<file path="src/rtl/i2s_rx_capture_pkg.sv">
// Shared constants, write-FSM encoding and RAM address packing for the
// live I2S capture path and the audio engine that reads the same RAM.
package i2s_rx_capture_pkg;

    localparam int I2S_LINES    = 8;
    localparam int I2S_FRAMES   = 32;
    localparam int I2S_SAMPLE_W = 16;
    localparam int I2S_CHAN_W   = $clog2(I2S_LINES * 2);
    localparam int I2S_FRAME_W  = $clog2(I2S_FRAMES);
    localparam int I2S_LINE_W   = I2S_CHAN_W - 1;
    localparam int I2S_ADDR_W   = I2S_FRAME_W + I2S_CHAN_W;

    typedef enum logic {
        ST_IDLE  = 1'b0,
        ST_WRITE = 1'b1
    } wr_state_e;

    // RAM address is {frame, chan} with chan = line*2 + ws (left even, right odd)
    function automatic logic [I2S_ADDR_W-1:0] pack_addr(
        input logic [I2S_FRAME_W-1:0] frame,
        input logic [I2S_LINE_W-1:0]  line,
        input logic                   slot_ws
    );
        return {frame, line, slot_ws};
    endfunction

endpackage

</file>
<file path="src/rtl/i2s_rx_capture_sync_edge.sv">
// Brings sck/ws/sd into the ck domain through identical 2-flop chains so the
// three stay aligned, then flags sck rising edges and word-select changes.
module i2s_sync_edge #(
    parameter int LINES = 8
) (
    input  logic             ck,
    input  logic             rst,
    input  logic             sck_i,
    input  logic             ws_i,
    input  logic [LINES-1:0] sd_i,
    output logic             sck_rise_o,
    output logic             ws_o,
    output logic             ws_change_o,
    output logic [LINES-1:0] sd_o
);

    logic             sck_meta_q, sck_sync_q, sck_last_q;
    logic             ws_meta_q, ws_sync_q, ws_prev_q;
    logic [LINES-1:0] sd_meta_q, sd_sync_q;

    // Two-stage synchronisers plus one extra sck stage for edge detection
    always_ff @(posedge ck or posedge rst) begin
        if (rst) begin
            sck_meta_q <= 1'b0;
            sck_sync_q <= 1'b0;
            sck_last_q <= 1'b0;
            ws_meta_q  <= 1'b0;
            ws_sync_q  <= 1'b0;
            sd_meta_q  <= '0;
            sd_sync_q  <= '0;
        end else begin
            sck_meta_q <= sck_i;
            sck_sync_q <= sck_meta_q;
            sck_last_q <= sck_sync_q;
            ws_meta_q  <= ws_i;
            ws_sync_q  <= ws_meta_q;
            sd_meta_q  <= sd_i;
            sd_sync_q  <= sd_meta_q;
        end
    end

    assign sck_rise_o  = sck_sync_q & ~sck_last_q;
    assign ws_o        = ws_sync_q;
    assign sd_o        = sd_sync_q;
    assign ws_change_o = sck_rise_o & (ws_sync_q != ws_prev_q);

    // ws as seen on the previous bit-clock rise
    always_ff @(posedge ck or posedge rst) begin
        if (rst) begin
            ws_prev_q <= 1'b0;
        end else if (sck_rise_o) begin
            ws_prev_q <= ws_sync_q;
        end
    end

endmodule

</file>
<file path="src/rtl/i2s_rx_capture.sv">
// Multi-line I2S receiver: shifts one sample per line per slot, snapshots the
// completed slot and bursts it into the audio-in RAM, one write per line.
module i2s_rx_capture
    import i2s_rx_capture_pkg::*;
#(
    parameter int SAMPLE_W = I2S_SAMPLE_W
) (
    input  logic                  ck,
    input  logic                  rst,
    input  logic                  enable,
    input  logic                  sck,
    input  logic                  ws,
    input  logic [I2S_LINES-1:0]  sd,
    output logic                  we,
    output logic [I2S_ADDR_W-1:0] waddr,
    output logic [SAMPLE_W-1:0]   wdata,
    output logic [I2S_FRAME_W-1:0] frame,
    output logic                  frame_done,
    output logic                  overrun
);

    localparam int CNT_W = $clog2(SAMPLE_W + 2);
    localparam logic [CNT_W-1:0] CNT_FULL = CNT_W'(SAMPLE_W);
    localparam logic [CNT_W-1:0] CNT_SAT  = CNT_W'(SAMPLE_W + 1);
    localparam logic [I2S_LINE_W-1:0] LAST_LINE = I2S_LINE_W'(I2S_LINES - 1);

    logic                 sck_rise, ws_sync, ws_change;
    logic [I2S_LINES-1:0] sd_sync;

    logic [CNT_W-1:0]     bit_cnt_q, bit_cnt_d;
    logic                 slot_ws_q, armed_q;
    logic [SAMPLE_W-1:0]  shreg_q [I2S_LINES];
    logic [SAMPLE_W-1:0]  shreg_d [I2S_LINES];
    logic                 capture_bit, snap;

    wr_state_e            state_q;
    logic [I2S_LINE_W-1:0] line_q, line_inc;
    logic                 wr_ws_q, start_q;
    logic [SAMPLE_W-1:0]  hold_q [I2S_LINES];
    logic                 we_q, frame_done_q, overrun_q;
    logic [I2S_ADDR_W-1:0] waddr_q;
    logic [SAMPLE_W-1:0]  wdata_q;
    logic [I2S_FRAME_W-1:0] frame_q;

    i2s_sync_edge #(.LINES(I2S_LINES)) u_sync (
        .ck          (ck),
        .rst         (rst),
        .sck_i       (sck),
        .ws_i        (ws),
        .sd_i        (sd),
        .sck_rise_o  (sck_rise),
        .ws_o        (ws_sync),
        .ws_change_o (ws_change),
        .sd_o        (sd_sync)
    );

    // Bit position within the slot, saturating one past the sample width
    always_comb begin
        bit_cnt_d = bit_cnt_q;
        if (bit_cnt_q != CNT_SAT) begin
            bit_cnt_d = bit_cnt_q + 1'b1;
        end
    end

    // Only bits 1..SAMPLE_W of a slot are shifted in; the ws-change bit is
    // the previous word's LSB
    assign capture_bit = sck_rise && !ws_change && (bit_cnt_q < CNT_FULL);
    assign snap        = capture_bit && (bit_cnt_d == CNT_FULL) && armed_q && enable;

    for (genvar gi = 0; gi < I2S_LINES; gi++) begin : g_line
        assign shreg_d[gi] = {shreg_q[gi][SAMPLE_W-2:0], sd_sync[gi]};
    end

    // Slot framing, arming and per-line shift registers
    always_ff @(posedge ck or posedge rst) begin
        if (rst) begin
            bit_cnt_q <= '0;
            slot_ws_q <= 1'b0;
            armed_q   <= 1'b0;
            for (int i = 0; i < I2S_LINES; i++) shreg_q[i] <= '0;
        end else begin
            if (!enable) begin
                armed_q <= 1'b0;
            end else if (ws_change && !ws_sync) begin
                armed_q <= 1'b1;
            end
            if (sck_rise) begin
                if (ws_change) begin
                    bit_cnt_q <= '0;
                    slot_ws_q <= ws_sync;
                end else begin
                    bit_cnt_q <= bit_cnt_d;
                end
            end
            if (capture_bit) begin
                for (int i = 0; i < I2S_LINES; i++) shreg_q[i] <= shreg_d[i];
            end
        end
    end

    assign line_inc = line_q + 1'b1;

    // Snapshot handling and the write-burst FSM with registered RAM outputs
    always_ff @(posedge ck or posedge rst) begin
        if (rst) begin
            state_q      <= ST_IDLE;
            line_q       <= '0;
            wr_ws_q      <= 1'b0;
            start_q      <= 1'b0;
            we_q         <= 1'b0;
            waddr_q      <= '0;
            wdata_q      <= '0;
            frame_q      <= '0;
            frame_done_q <= 1'b0;
            overrun_q    <= 1'b0;
            for (int i = 0; i < I2S_LINES; i++) hold_q[i] <= '0;
        end else begin
            frame_done_q <= 1'b0;
            start_q      <= 1'b0;
            // A snapshot during a burst would clobber hold_q, so drop it
            if (snap) begin
                if (state_q == ST_WRITE) begin
                    overrun_q <= 1'b1;
                end else begin
                    start_q <= 1'b1;
                    wr_ws_q <= slot_ws_q;
                    for (int i = 0; i < I2S_LINES; i++) hold_q[i] <= shreg_d[i];
                end
            end
            case (state_q)
                ST_IDLE: begin
                    if (start_q) begin
                        state_q <= ST_WRITE;
                        line_q  <= '0;
                        we_q    <= 1'b1;
                        wdata_q <= hold_q[0];
                        waddr_q <= pack_addr(frame_q, '0, wr_ws_q);
                    end
                end
                ST_WRITE: begin
                    if (line_q == LAST_LINE) begin
                        state_q <= ST_IDLE;
                        we_q    <= 1'b0;
                        wdata_q <= '0;
                        waddr_q <= '0;
                        if (wr_ws_q) begin
                            frame_q      <= (frame_q == I2S_FRAME_W'(I2S_FRAMES - 1)) ?
                                            '0 : frame_q + 1'b1;
                            frame_done_q <= 1'b1;
                        end
                    end else begin
                        line_q  <= line_inc;
                        wdata_q <= hold_q[line_inc];
                        waddr_q <= pack_addr(frame_q, line_inc, wr_ws_q);
                    end
                end
                default: state_q <= ST_IDLE;
            endcase
        end
    end

    assign we         = we_q;
    assign waddr      = waddr_q;
    assign wdata      = wdata_q;
    assign frame      = frame_q;
    assign frame_done = frame_done_q;
    assign overrun    = overrun_q;

endmodule

</file>
<file path="config.mk">
export PLATFORM = sky130hd
export DESIGN_NAME = i2s_rx_capture
export DESIGN_NICKNAME = d
export VERILOG_FILES = /design/src/rtl/i2s_rx_capture_pkg.sv /design/src/rtl/i2s_rx_capture_sync_edge.sv /design/src/rtl/i2s_rx_capture.sv
export SDC_FILE = /design/constraint.sdc
export NUM_CORES = 1
export LEC_CHECK = 0
export ABC_CLOCK_PERIOD_IN_PS = 19000
export BUFFER_PORTS_ARGS = -buffer_cell sky130_fd_sc_hd__buf_4
export CELL_PAD_IN_SITES_DETAIL_PLACEMENT = 2
export CELL_PAD_IN_SITES_GLOBAL_PLACEMENT = 2
export CORE_MARGIN = 3
export CORE_UTILIZATION = 50
export CTS_BUF_LIST = sky130_fd_sc_hd__clkbuf_8
export DETAILED_ROUTE_END_ITERATION = 6
export PLACE_DENSITY = 0.82
export SKIP_LAST_GASP = 1
export SYNTH_ARGS = -nofsm -noshare
export SYNTH_HDL_FRONTEND = slang
export SYNTH_SLANG_ARGS = --single-unit
</file>
<file path="constraint.sdc">
create_clock -name ck -period 19 [get_ports ck]
set_clock_uncertainty 0.1 [all_clocks]
set_input_delay 3.8 -clock ck [delete_from_list [all_inputs] [get_ports ck]]
set_output_delay 3.8 -clock ck [all_outputs]
set_load 0.02 [all_outputs]
</file>
==> results.py <==
metrics = {
    "synth": {
        "synth_top_area_share_pct": 61.67,
        "synthArstFlopShare_pct": 100.0,
        "syn_avg_cell_area_um2": 16.03,
        "yosysMostFrequentCell": "dfrtp_1",
        "synth_edf_count": 0,
        "ys_warn_count": 0,
        "synthFlopType": "dfrtp_1",
        "synth-simple-area-share_pct": 2.049,
        "synth-compound-area-share_pct": 2.342,
        "muxShareOfSynthArea_pct": 30.80,
        "ys_seq_area_share_pct": 61.67,
        "synth_xor_area_share_pct": 0.1366,
        "synth_top_family_by_area": "multiplexers",
        "synth.distinct_cells": 36,
        "synthAdderAreaFrac_pct": 0.5855,
        "synth.net_count": 819,
        "synth_top_area_cell": "dfrtp_1",
        "ys_top_cells_by_area": "dfrtp_1 (62%), mux2_2 (22%), mux4_2 (5.6%)",
        "synth.cell_area_um2": 12820,
        "syn_inst": 800,
        "ys_ff_latch": 316,
        "synth_commonest_cells": "dfrtp_1 (316), mux2_2 (252), mux2i_1 (39)",
    },
    "power": {
        "comb_power_share_pct": 8.3,
        "swShare_pct": 26.16,
        "p_leak_nw": 6.858,
        "p_clk_share_pct": 36.7,
        "p_switching_w": 0.0003977,
        "power.density_nw_per_um2": 105.9,
        "power_frac_seq_pct": 55.0,
        "power.internal_w": 0.001122,
        "vdd_ir_drop_max_mv": 0.07341,
    },
    "worst_setup_path": {
        "rrSetupSlack_ps": 15010,
        "crit_chain": "buf_4, and2_1, nand4_1, a311oi_4, buf_4, buf_4, mux2_2",
        "path_class": "in -> reg",
        "crit_start": "enable",
        "r2r-end": "hold_q[5]",
        "required_ps": 19330,
        "path_common_cell": "buf_4",
        "endpoint": "hold_q[5]",
        "crit_path_end_kind": "flip-flop",
        "start_kind": "input port",
        "critPathArrivalTime_ps": 6650,
        "crit_fanout": 81,
        "critPathSlowestCell": "buf_4",
        "reg2reg_depth": 8,
        "timing.rr.start": "bit_cnt_q[1]",
        "critPathMaxStageDelay_ps": 930,
    },
    "placement": {
        "placed_area_um2": 13380,
        "portBuffers": 45,
        "gp_congestion": 0.7662,
        "dp_hpwl_mm": 18.62,
    },
    "timing": {
        "setup_viol_count_final": 0,
        "slew_headroom_pct": 15.20,
        "rsz0062_at_grt": "no",
        "hold-worst-slack_ps": 251.9,
        "period_share_pct": 33.29,
        "fin_crit_ps": 6325,
        "timing.setup.tns_ps": 0,
        "finalHoldViolCount": 0,
        "max_freq_mhz": 158.1,
        "drv_slew": 0,
        "tightestPinTransition_ps": 1272,
    },
    "route": {
        "wl_mm": 31.52,
        "dr.pass1.iters": 4,
        "wl_per_cell_um": 25.77,
        "drc_errors": 0,
        "drt_iter0_drc": 382,
        "num_vias": 7005,
        "viasPerCell": 5.728,
        "antenna_left": 0,
    },
    "global_route": {
        "grt_pass1_wl_mm": 51.51,
        "grt_max_degree": 174,
        "antenna_found_initial": 0,
        "gr-total-overflow": 0,
        "grt_pass1_vias": 8359,
        "track_usage_pct": 23.58,
    },
    "status": {
        "status": "complete, no violations",
    },
    "floorplan": {
        "dieArea_um2": 27600,
        "initial_core_util_pct": 51.81,
        "rows": 57,
        "die_w_um": 166.1,
        "io_pins": 46,
        "dieHeight_um": 166.1,
        "core_area_um2": 24750,
    },
    "cts": {
        "ctsHtreeMaxLevel": 2,
        "postCtsSetupRepairBufs": 0,
        "clock_path_buffers": 3,
        "root_buffer": "clkbuf_8",
        "cts_resized": 0,
        "cts.sinks": 316,
        "cts_tree": "yes",
        "clkTransAtPathRegs_ps": 60,
        "cts_hold_buf": 0,
        "clock_latency_ps": 560,
        "cts_made_buffers": 51,
    },
    "flow_run": {
        "drv_cap": 0,
    },
    "layout": {
        "utilization_pct": 58.02,
        "n_fill_cell": 2129,
        "antenna_cells": 0,
        "final_area_um2": 14360,
        "area_growth_pct": 11.97,
        "drive_gt1_share_pct": 45.49,
        "final_nets": 880,
    },
    "hold_path": {
        "hp-class": "reg -> reg",
    },
}
layout by cell type, fill, tap and decap left out:
| master | netlist | final |
|---|---|---|
| nor2b_1 | 2 | 2 |
| clkinv_2 | 0 | 2 |
| clkbuf_8 | 0 | 63 |
| mux2_2 | 252 | 252 |
| nand3_1 | 6 | 6 |
| xor2_1 | 1 | 1 |
| xnor2_1 | 1 | 1 |
| nor2_1 | 7 | 7 |
| inv_1 | 6 | 31 |
| and2_1 | 1 | 1 |
| or3_4 | 1 | 1 |
| a21o_1 | 1 | 1 |
| a21boi_0 | 1 | 1 |
| dfrtp_2 | 0 | 1 |
| a311oi_4 | 0 | 1 |
| a21oi_1 | 5 | 5 |
| nor3_2 | 0 | 1 |
| inv_8 | 0 | 1 |
| a31oi_1 | 1 | 1 |
| a22o_1 | 1 | 1 |
| dfrtp_1 | 316 | 315 |
| buf_4 | 1 | 53 |
| mux4_2 | 32 | 32 |
| o22ai_1 | 17 | 17 |
| nand2b_1 | 2 | 2 |
| a311oi_1 | 1 | 1 |
| buf_12 | 0 | 1 |
| nor3_1 | 2 | 1 |
| nor3b_1 | 1 | 1 |
| nand4bb_4 | 1 | 1 |
| o21ai_0 | 23 | 23 |
| nand4_1 | 2 | 2 |
| ha_1 | 6 | 6 |
| nand4b_1 | 1 | 1 |
| mux2i_1 | 39 | 39 |
| nand2_1 | 21 | 21 |
| and3_1 | 3 | 3 |
metal layers:
| metal | track usage (%) | wire [um] | up-vias |
|---|---|---|---|
| met5 | 0 | 0 | - |
| met4 | 6.184 | 685 | 0 |
| met3 | 3.618 | 952 | 56 |
| met2 | 42.38 | 16760 | 132 |
| met1 | 30.04 | 13120 | 3787 |
| li1 | - | - | 3030 |
power groups by stage:
stage | Clock (W) | Sequential, W | Combinational (W)
after floorplan | 0 | 0.000804 | 0.0000990
after global placement | 0 | 0.000828 | 0.000110
after detailed placement | 0 | 0.000841 | 0.000123
after CTS | 0.000577 | 0.000835 | 0.000130
after global routing | 0.000612 | 0.000847 | 0.000140
final | 0.000558 | 0.000836 | 0.000127
state kept, by name (all words and copies together) (netlist names), 3 cells and up:
| signal | cells |
|---|---|
| bit_cnt_q | 5 |
| frame | 5 |
| hold_q | 128 |
| line_q | 3 |
| shreg_d | 120 |
| u_sync.sd_meta_q | 8 |
| u_sync.sd_o | 8 |
| waddr | 9 |
| wdata | 16 |
how the worst min path moves through the flow:
stage / start / endpoint / slack [ps] / depth (start not counted)
detailed placement: u_sync.sd_meta_q[7] / u_sync.sd_o[7] / 240 / 0
global route: u_sync.sd_meta_q[5] / u_sync.sd_o[5] / 260 / 0
floorplan: u_sync.sck_meta_q / u_sync.sck_sync_q / 230 / 0
CTS: u_sync.sck_meta_q / u_sync.sck_sync_q / 250 / 0
global placement: u_sync.sd_meta_q[4] / u_sync.sd_o[4] / 230 / 0
finish: u_sync.sd_meta_q[4] / u_sync.sd_o[4] / 250 / 0
logic make-up after synthesis:
kind of cell               after synthesis
buffers and inverters                   52
AOI/OAI and AO/OA                       51
xor gates and xnor gates                 2
adders and majority gates                6
and+or+nand+nor                         50
muxes                                  323
DFF                                    316
stage by stage:
step	std cells	power, W	setup WS, ps
finish	1223	0.001520	12670
global route	1223	0.001598	12550
CTS	1223	0.001542	12700
detailed placement	1132	0.0009638	12150
global placement	1132	0.0009384	12300
floorplan	800	0.0009025	6357
cell type report:
class / instances / area (um2) / share of cell area (%)
inverters: 6 / 30.03 / 0.2092
repair buffers: 54 / 417.9 / 2.911
clock buffers: 63 / 867.1 / 6.039
clock inverters: 28 / 107.6 / 0.7495
flip-flops and latches: 316 / 7909 / 55.09
multi-input cells: 432 / 4621 / 32.18
well taps: 324 / 405.4 / 2.824
critical path, delay by kind of cell:
family / cells / cell delay (ps)
AO/OA/AOI/OAI: 1 / 330
buffers and inverters: 3 / 1610
multiplexers: 1 / 450
AND/OR/NAND/NOR: 2 / 340
(Power assumes the default switching activity.)
